--- src/rtl/expand_int8.sv ---
// Streaming dequantizer: accepts a packed word of signed int8 lanes and emits one
// sign-extended, left-shifted fixed-point sample per cycle, lane 0 first.
module expand_int8_lane #(
    parameter int INPUT_WIDTH       = 8,
    parameter int OUTPUT_WIDTH      = 20,
    parameter int RADIX_POINT_RIGHT = 8
) (
    input  logic [INPUT_WIDTH-1:0]  i_sample,
    input  logic [1:0]              i_shift,
    output logic [OUTPUT_WIDTH-1:0] o_sample
);
    logic [OUTPUT_WIDTH-1:0] w_ext;

    // OUTPUT_WIDTH >= INPUT_WIDTH + RADIX_POINT_RIGHT + 3 keeps the shift lossless.
    assign w_ext    = {{(OUTPUT_WIDTH-INPUT_WIDTH){i_sample[INPUT_WIDTH-1]}}, i_sample};
    assign o_sample = (w_ext << RADIX_POINT_RIGHT) << i_shift;
endmodule

module expand_int8 #(
    parameter int INPUT_WIDTH       = 8,
    parameter int OUTPUT_WIDTH      = 20,
    parameter int RADIX_POINT_RIGHT = 8,
    parameter int LANES             = 4,
    localparam int LANE_W           = $clog2(LANES)
) (
    input  logic                         i_clk,
    input  logic                         i_rst,
    input  logic                         i_in_valid,
    output logic                         o_in_ready,
    input  logic [LANES*INPUT_WIDTH-1:0] i_in_data,
    input  logic [1:0]                   i_in_shift,
    input  logic                         i_in_last,
    output logic                         o_out_valid,
    input  logic                         i_out_ready,
    output logic [OUTPUT_WIDTH-1:0]      o_out_data,
    output logic                         o_out_last,
    output logic [LANE_W-1:0]            o_out_lane
);
    typedef enum logic {EMPTY = 1'b0, LOAD = 1'b1} state_t;

    state_t                              r_state;
    state_t                              w_state_nxt;
    logic [LANES*INPUT_WIDTH-1:0]        r_word;
    logic [1:0]                          r_shift;
    logic                                r_last;
    logic [LANE_W-1:0]                   r_lane_cnt;
    logic [LANES-1:0][OUTPUT_WIDTH-1:0]  w_lane_data;
    logic                                w_last_lane;
    logic                                w_out_fire;
    logic                                w_accept;

    assign w_last_lane = (r_lane_cnt == LANE_W'(LANES-1));
    assign w_out_fire  = o_out_valid && i_out_ready;
    assign w_accept    = i_in_valid && o_in_ready;

    always_ff @(posedge i_clk or posedge i_rst) begin
        if (i_rst) r_state <= EMPTY;
        else       r_state <= w_state_nxt;
    end

    always_comb begin
        w_state_nxt = r_state;
        case (r_state)
            EMPTY:   if (w_accept) w_state_nxt = LOAD;
            LOAD:    if (w_out_fire && w_last_lane && !w_accept) w_state_nxt = EMPTY;
            default: w_state_nxt = EMPTY;
        endcase
    end

    // in_ready looks through to out_ready so a new word lands on the last-lane cycle.
    always_comb begin
        o_out_valid = (r_state == LOAD);
        o_in_ready  = (r_state == EMPTY) || (i_out_ready && w_last_lane);
        o_out_last  = (r_state == LOAD) && r_last && w_last_lane;
        o_out_lane  = r_lane_cnt;
        o_out_data  = w_lane_data[r_lane_cnt];
    end

    always_ff @(posedge i_clk or posedge i_rst) begin
        if (i_rst) begin
            r_word     <= '0;
            r_shift    <= '0;
            r_last     <= 1'b0;
            r_lane_cnt <= '0;
        end else if (w_accept) begin
            r_word     <= i_in_data;
            r_shift    <= i_in_shift;
            r_last     <= i_in_last;
            r_lane_cnt <= '0;
        end else if (w_out_fire) begin
            r_lane_cnt <= w_last_lane ? '0 : r_lane_cnt + LANE_W'(1);
        end
    end

    for (genvar g = 0; g < LANES; g++) begin : g_lane
        expand_int8_lane #(
            .INPUT_WIDTH      (INPUT_WIDTH),
            .OUTPUT_WIDTH     (OUTPUT_WIDTH),
            .RADIX_POINT_RIGHT(RADIX_POINT_RIGHT)
        ) u_lane (
            .i_sample(r_word[g*INPUT_WIDTH +: INPUT_WIDTH]),
            .i_shift (r_shift),
            .o_sample(w_lane_data[g])
        );
    end
endmodule

--- config.mk ---
export PLATFORM = sky130hd
export DESIGN_NAME = expand_int8
export DESIGN_NICKNAME = d
export VERILOG_FILES = /design/src/rtl/expand_int8.sv
export SDC_FILE = /design/constraint.sdc
export NUM_CORES = 1
export LEC_CHECK = 0
export CORE_MARGIN = 5
export CORE_UTILIZATION = 35
export DETAILED_ROUTE_END_ITERATION = 6
export GPL_TIMING_DRIVEN = 0
export HOLD_SLACK_MARGIN = 0.03
export PLACE_DENSITY = 0.56
export SLEW_MARGIN = 0
export SYNTH_ARGS = -nofsm -noshare
export SYNTH_HDL_FRONTEND = slang
export SYNTH_HIERARCHICAL = 1
export SYNTH_SLANG_ARGS = --single-unit
export TNS_END_PERCENT = 20
--- constraint.sdc ---
create_clock -name i_clk -period 2.8 [get_ports i_clk]
set_input_delay 0.56 -clock i_clk [delete_from_list [all_inputs] [get_ports i_clk]]
set_output_delay 0.56 -clock i_clk [all_outputs]
set_load 0.01 [all_outputs]
# --- Word level (Yosys, flattened, before mapping) ---
# Index checks and enable logic that the tools add are counted.
totals:
  register_bits: 38
  latchBits: 0
  ramBits: 0
  romBits: 0
  in_bits: 39
  out_inout_bits: 25
  wordCells: 31
  memories: 0
op_classes:
  add_sub_neg: 1
  multipliers: 0
  div: 0
  order_cmp: 1
  eq_ne: 1
  shift: 4
  n_mux: 8
  bitwise: 1
  reduce_logical: 10
op_table:
  columns: ["operator", "n"]
  rows:
  - ["$shl 20x2->20", 4]
  - ["$bmux 20 s2", 1]
  - ["$mux 20", 1]
  - ["$logic_and 1x1->1", 7]
  - ["$mux 2", 3]
  - ["$lt 2x3->1 const B", 1]
  - ["$add 2x1->2 const B", 1]
  - ["$eq 2x2->1 const B", 1]
  - ["$mux 1", 2]
  - ["$pmux 1 s2", 1]
  - ["$reduce_bool 2->1", 1]
  - ["$logic_not 1->1", 1]
  - ["$logic_or 1x1->1", 1]
  - ["$not 1->1", 1]

# --- Depth between registers and ports, before layout ---
# Gate-level depths: netlist of the first run.
depth:
  word_depth: 8
  mapped_depth: 5
  ltp_nobuf: 3

# --- Modules after synthesis ---
# The synthesis of the first run kept the hierarchy.
modules_own_cells:
  columns: ["module", "instances", "cells_each", "area_per_inst_um2", "seq_area_each_um2"]
  rows:
  - ["expand_int8", 1, 197, 2523.7, 950.9]
  - ["expand_int8_lane", 4, 33, 277.8, 0.0]

# --- Worst setup path after synthesis of the first run ---
# OpenSTA, ideal clock, no wires.
synth_path:
  kind: "reg2out"
  start: "reg r_shift[1]"
  end: "out o_out_data[15]"
  arrival_time_ns: 1.725
  t_required_ns: 2.240
  slack_ns: 0.515
  path_stages_with_launch: 3
  path_buffers: 0
  cell_sequence: "dfrtp_1 > mux4_2 > mux4_1"
synth_rtl:
  columns: ["item", "line_no", "rtl"]
  rows:
  - ["start: declaration", "44", "logic [1:0] r_shift;"]
  - ["start signal: assignment", "87", "r_shift <= i_in_shift;"]
  - ["end: declaration", "35", "output logic [OUTPUT_WIDTH-1:0] o_out_data,"]

# --- Final worst setup path of the first run ---
layout_path:
  start: "in i_out_ready"
  end: "out o_in_ready"
layout_between:
  elab_chain_cells: 2
layout_lines:
  columns: ["item", "line_no", "rtl"]
  rows:
  - ["start: declaration", "34", "input logic i_out_ready,"]
  - ["$logic_and 1x1->1", "73", "o_in_ready = (r_state == EMPTY) || (i_out_ready && w_last_lane);"]
  - ["$logic_or 1x1->1", "73", null]
  - ["end: declaration", "29", "output logic o_in_ready,"]
# Every way passes these cells.

==> results of run 1 <==
-- metrics by stage --
step           setup slack, ns  hold slack (ns)
3_5_place_dp            -0.173            0.561
4_1_cts                 -0.137            0.575
3_3_place_gp            -0.172            0.555
2_1_floorplan            0.515            0.534
6_report               0.00320            0.566
5_1_grt                 -0.112            0.624
-- placed cells by master (no fill, tap or decap), types with 5 or more instances in the layout --
cell | netlist | routed
dlygate4sd2_1 | 0 | 5
dfrtp_1 | 38 | 36
o32ai_2 | 30 | 30
buf_4 | 45 | 44
o32ai_1 | 5 | 5
mux2i_1 | 44 | 37
inv_1 | 37 | 36
mux4_2 | 7 | 8
nand2_1 | 41 | 41
buf_6 | 13 | 15
clkbuf_8 | 0 | 5
buf_2 | 5 | 5
mux4_1 | 17 | 16
conb_1 | 4 | 32
nor2_1 | 8 | 8
clkdlybuf4s50_1 | 0 | 46
mux2i_2 | 0 | 5
-- logic make-up after synthesis --
kind of cell,Yosys count,synth area share [%]
DFF,38,26.2
other,4,0.413
muxes,72,30.0
AOI/OAI and AO/OA,46,16.8
buffers and inverters,104,18.2
and+or+nand+nor,64,8.09
adders and majority gates,1,0.344
-- power breakdown --
group	internal, mW	switching [mW]	total [mW]	leakage, nW
registers	0.822	0.391	1.21	0.458
logic	2.01	1.42	3.43	1.66
clock network	0.171	0.202	0.373	0.0373
total	3.00	2.01	5.01	2.15
-- state kept, by name, summed over array words and instances (netlist names) --
register	cells
r_shift	2
r_last	1
r_word	32
o_out_valid	1
o_out_lane	2
-- routing by layer --
layer | track usage (%) | vias up
li1 | - | 1320
met1 | 19.4 | 1266
met2 | 23.7 | 54
met3 | 2.01 | 7
met4 | 3.24 | 0
met5 | 0 | -
-- how the worst max path moves through the flow --
stage,endpoint,cells after the start
2_1_floorplan,o_out_data[15],2
3_3_place_gp,o_out_data[11],5
3_5_place_dp,o_out_data[13],5
4_1_cts,o_out_data[16],5
5_1_grt,o_in_ready,5
6_report,o_in_ready,5
-- critical path, stage by stage --
cell	delay, ns
clkdlybuf4s50_1	0.52
a21boi_4	0.39
buf_6	0.23
inv_1	0.05
clkdlybuf4s50_1	0.47
-- area by class of cell --
cell class	count	area, um2
fillers	974	5580
multi-input cells	215	2170
flip-flops and latches	38	956
repair buffers	59	592
plain buffers	67	548
well taps	136	170
inverters	37	139
clock buffers	6	72.6
clock inverters	1	7.51
-- timing repair --
item | in CTS | in global routing
hold buffers | 0 | 0
gates resized for setup | 14 | 20
hold endpoints to repair | 0 | 0
setup endpoints to repair | 11 | 11
setup buffers | 2 | 2
cloned | 0 | 0
==> metrics.cfg, run 1 <==
[timing]
setup_viol = 0
final_hold_viol_count = 0
fin_crit_sh_pct = 99.9
rsz0062_at_grt = yes
worstMarginPinSlew_ns = 0.829
slew_headroom_pct = 44.7
final_max_slew_viol_count = 0
fin_crit_ns = 2.80
fmax_mhz = 358
timing.setup.tns_ns = 0
finClkSkew_ns = 0.00772

[synthesis]
yosys_warnings = 6
ys_ff_latch = 38
synth_common_cells = buf_4, mux2i_1, nand2_1
synth_cells = 329
synth_edf_count = 0
synth.most_common_cell = buf_4
synth_area_per_cell_um2 = 11.0
synth-main-ff-cell = dfrtp_1
synth_cell_type_count = 28
synth.top_cell.area_share_pct = 26.2
synth.cell_area_um2 = 3630
yosys-top-cells-area = dfrtp_1, o32ai_2, mux4_1
seq_area_frac_synth_pct = 26.2
yosysTopAreaCell = dfrtp_1
async_reset_ff_share_pct = 100

[critical_path]
r2r_slack_ns = 1.16
startpoint_type = input port
crit-reg2reg-launch = o_out_lane[0]
r2r_cells = 5
critPathKind = in2out
end_kind = primary output
worstPathRequired_ns = 2.24
cp.arrival_ns = 2.24
timing.rr.end = r_word[13]
path_max_fanout = 10
cp-startpoint = i_out_ready

[placement]
dp_hpwl_um = 6610
place_congestion = 0.847
post_dp_cell_area_um2 = 4460
placed_cells = 548
io_buffers = 55

[floorplan]
die_area_um2 = 12500
fp.dieW_um = 112
io_pins = 64
rows = 37
coreArea_um2 = 10200
die_y_um = 112
start_util_pct = 35.5

[clock_tree]
cts_tree = done
clockRootBuffer = clkbuf_8
clk_path_buf_depth = 2
cts_buffers = 5
htree_levels = 2
cts_num_sinks = 38
clk_pin_slew_ns = 0.08
clock_latency_ns = 0.29

[min_path]
hold_depth = 2
hold_path.class = reg2reg
holdPathEnd = r_last
min_from = r_last

[route]
ant_nets = 0
drt-initial-drc-count = 118
vias = 2647
via_per_inst = 4.74
dr.pass1.iters = 4
wl_per_cell_um = 15.5
dr_wl_met3_um = 349
route.detailed.drc = 0
wl_um = 8690
wl_met1_um = 3940
dr.max_layer_used = met4
routed-wl-met2_um = 4280

[cells_and_area]
drive_above_1_share_pct = 31.0
final_util_pct = 45.5
area_growth_pct = 28.1
final_cell_area_um2 = 4660
diodes = 0
finish.net_count = 463
finalNonFillerCells = 559

[global_routing]
first_global_vias = 2775
grt_usage_pct = 14.1
grt_pass1_wl_um = 14200
antenna_found_initial = 0
overflow = 0
grt_max_degree = 39

[pwr]
peakVddDrop_mv = 0.332
p_leak_nw = 2.15
power_mw = 5.01
power_density_nw_per_um2 = 1080

[outcome]
status = finished, final reports clean

[run]
drv_cap = 0

No activity file was read; power rests on OpenSTA's default activity.
==> inputs of run 2 (changes only) <==
--- a/config.mk
+++ b/config.mk
@@ -7,11 +7,11 @@
 export LEC_CHECK = 0
 export CORE_MARGIN = 5
 export CORE_UTILIZATION = 35
+export CTS_BUF_LIST = sky130_fd_sc_hd__clkbuf_8
 export DETAILED_ROUTE_END_ITERATION = 6
 export GPL_TIMING_DRIVEN = 0
 export HOLD_SLACK_MARGIN = 0.03
 export PLACE_DENSITY = 0.56
-export SLEW_MARGIN = 0
 export SYNTH_ARGS = -nofsm -noshare
 export SYNTH_HDL_FRONTEND = slang
 export SYNTH_HIERARCHICAL = 1
==> run 2 against run 1 <==
Effect of this change: wire length about the same; critical path depth did not move; setup slack better by 0.0043 ns; first-iteration DRC count rose by 0.85%; combinational power about the same; clock power hardly changed; global-route usage unchanged; die area stayed put; largest power group unchanged.
==> metrics.cfg, run 2 (synthesis gave the netlist of run 1 again) <==
[timing]
final_hold_viol_count = 0
slew_headroom_pct = 44.5
fin_crit_sh_pct = 99.7
fin_crit_ns = 2.79
fmax_mhz = 358
finClkSkew_ns = 0.00775
final_max_slew_viol_count = 0
timing.setup.tns_ns = 0
rsz0062_at_grt = yes
worstMarginPinSlew_ns = 0.832
setup_ws_ns = 0.00755
setup_viol = 0

[pwr]
p_comb_share_pct = 68.4
p_leak_nw = 2.16
p_clk_share_pct = 7.4
peakVddDrop_mv = 0.332
power.internal_mw = 3.00
seq_power_share_pct = 24.2
power_switching_share_pct = 40.2
power_density_nw_per_um2 = 1080
switchingPower_mw = 2.01

[floorplan]
rows = 37
io_pins = 64
start_util_pct = 35.5
die_area_um2 = 12500
fp.dieW_um = 112
coreArea_um2 = 10200
die_y_um = 112

[route]
route.detailed.drc = 0
vias = 2648
dr.pass1.iters = 4
drt-initial-drc-count = 119
via_per_inst = 4.74
wl_um = 8690
ant_nets = 0
wl_per_cell_um = 15.5

[critical_path]
cp_cell_sequence = ha_1 -> a21boi_4 -> buf_6 -> inv_1 -> clkdlybuf4s50_1
r2r_cells = 5
critPathKind = reg2out
cp.arrival_ns = 2.23
path_max_fanout = 10
worstPathRequired_ns = 2.24
startpoint_type = register
max_stage_delay_ns = 0.49
cp_slowest_cell = dfrtp_1
end_kind = primary output

[cells_and_area]
layout_commonest_cell = clkdlybuf4s50_1
finalNonFillerCells = 559
final_util_pct = 45.5
finish.net_count = 463
diodes = 0
drive_above_1_share_pct = 31.0
mostFrequentLayoutCells = clkdlybuf4s50_1, buf_4, nand2_1, inv_1, mux2i_1
fill_cells = 974
largest_reg_flops = 32
area_growth_pct = 28.1
top_register = r_word

[clock_tree]
clock_latency_ns = 0.30
clockRootBuffer = clkbuf_8
cts_num_sinks = 38
ctsHoldBuffers = 0
htree_levels = 2
clk_path_buf_depth = 2
cts_tree = done
cts_buffers = 5
clk_pin_slew_ns = 0.08

[global_routing]
grt_usage_pct = 14.1
first_global_vias = 2775
grt_pass1_wl_um = 14200
antenna_found_initial = 0
grt_max_degree = 39
overflow = 0

[placement]
placed_cells = 548
io_buffers = 55
dp_hpwl_um = 6610
pre_cts_slack_ns = -0.173
place_congestion = 0.847

[outcome]
status = finished, final reports clean

[min_path]
hold_depth = 2
hold_path.class = reg2reg

[run]
drv_cap = 0

[run 2: cell types whose count changed in the layout (fill, tap and decap cells not counted)]
| cell | change |
|---|---|
| clkbuf_1 | -1 |
| inv_1 | +1 |
[run 2: cell type report]
type,instances,area (um2),area share [%]
multi-input cells,215,2170,46.6
well taps,136,170,3.65
clock inverters,2,11.3,0.242
plain buffers,67,548,11.8
inverters,37,139,2.98
clock buffers,5,68.8,1.48
repair buffers,59,592,12.7
flip-flops and latches,38,956,20.5
[run 2: what timing repair did]
action / 4_1_cts / 5_1_grt
gates resized for setup: 14 / 20
setup buffers: 2 / 2
pin swaps: 0 / 0
gates cloned: 0 / 0
endpoints found under the setup margin: 11 / 11
hold endpoints to repair: 0 / 0
[run 2: power groups by stage]
stage          sequential (mW)  clock (mW)  combinational (mW)
5_1_grt                   1.26       0.405                3.70
3_3_place_gp              1.21           0                3.30
6_report                  1.21       0.372                3.43
2_1_floorplan             1.07           0                2.44
3_5_place_dp              1.22           0                3.34
4_1_cts                   1.19       0.380                3.34
[run 2: through the flow]
stage               cell area [um2]  total power, mW  hold slack, ns
floorplan                      3740             3.51           0.534
global placement               4460             4.51           0.555
detailed placement             4460             4.56           0.561
CTS                            4570             4.91           0.575
global route                   4660             5.37           0.624
finish                         4660             5.01           0.566
[run 2: critical path: cells and delay by family (launching register included)]
| kind | cells | cell delay (ns) |
|---|---|---|
| buf+inv | 3 | 0.75 |
| flops | 1 | 0.49 |
| compound gates | 1 | 0.36 |
| fa+ha+maj | 1 | 0.33 |
[run 2: metal layers]
layer	global-route usage (%)	wire (um)	vias up	share of wire [%]
li1	-	-	1319	-
met1	19.4	3960	1268	46
met2	23.7	4290	54	49
met3	2.01	331	7	3.8
met4	3.24	109	0	1.3
met5	0	0	-	0
[run 2: path summary, 6_finish.rpt]
check | start | end | slack (ns)
worst min-delay path | r_last | r_last | 0.57
min in group asynchronous | i_rst | o_out_lane[1] | 0.73
worst max register to register | o_out_lane[0] | r_word[13] | 1.16
max in group asynchronous | i_rst | r_shift[1] | 1.47
worst min register to register | r_last | r_last | 0.57
worst max-delay path | o_out_lane[0] | o_in_ready | 0.008
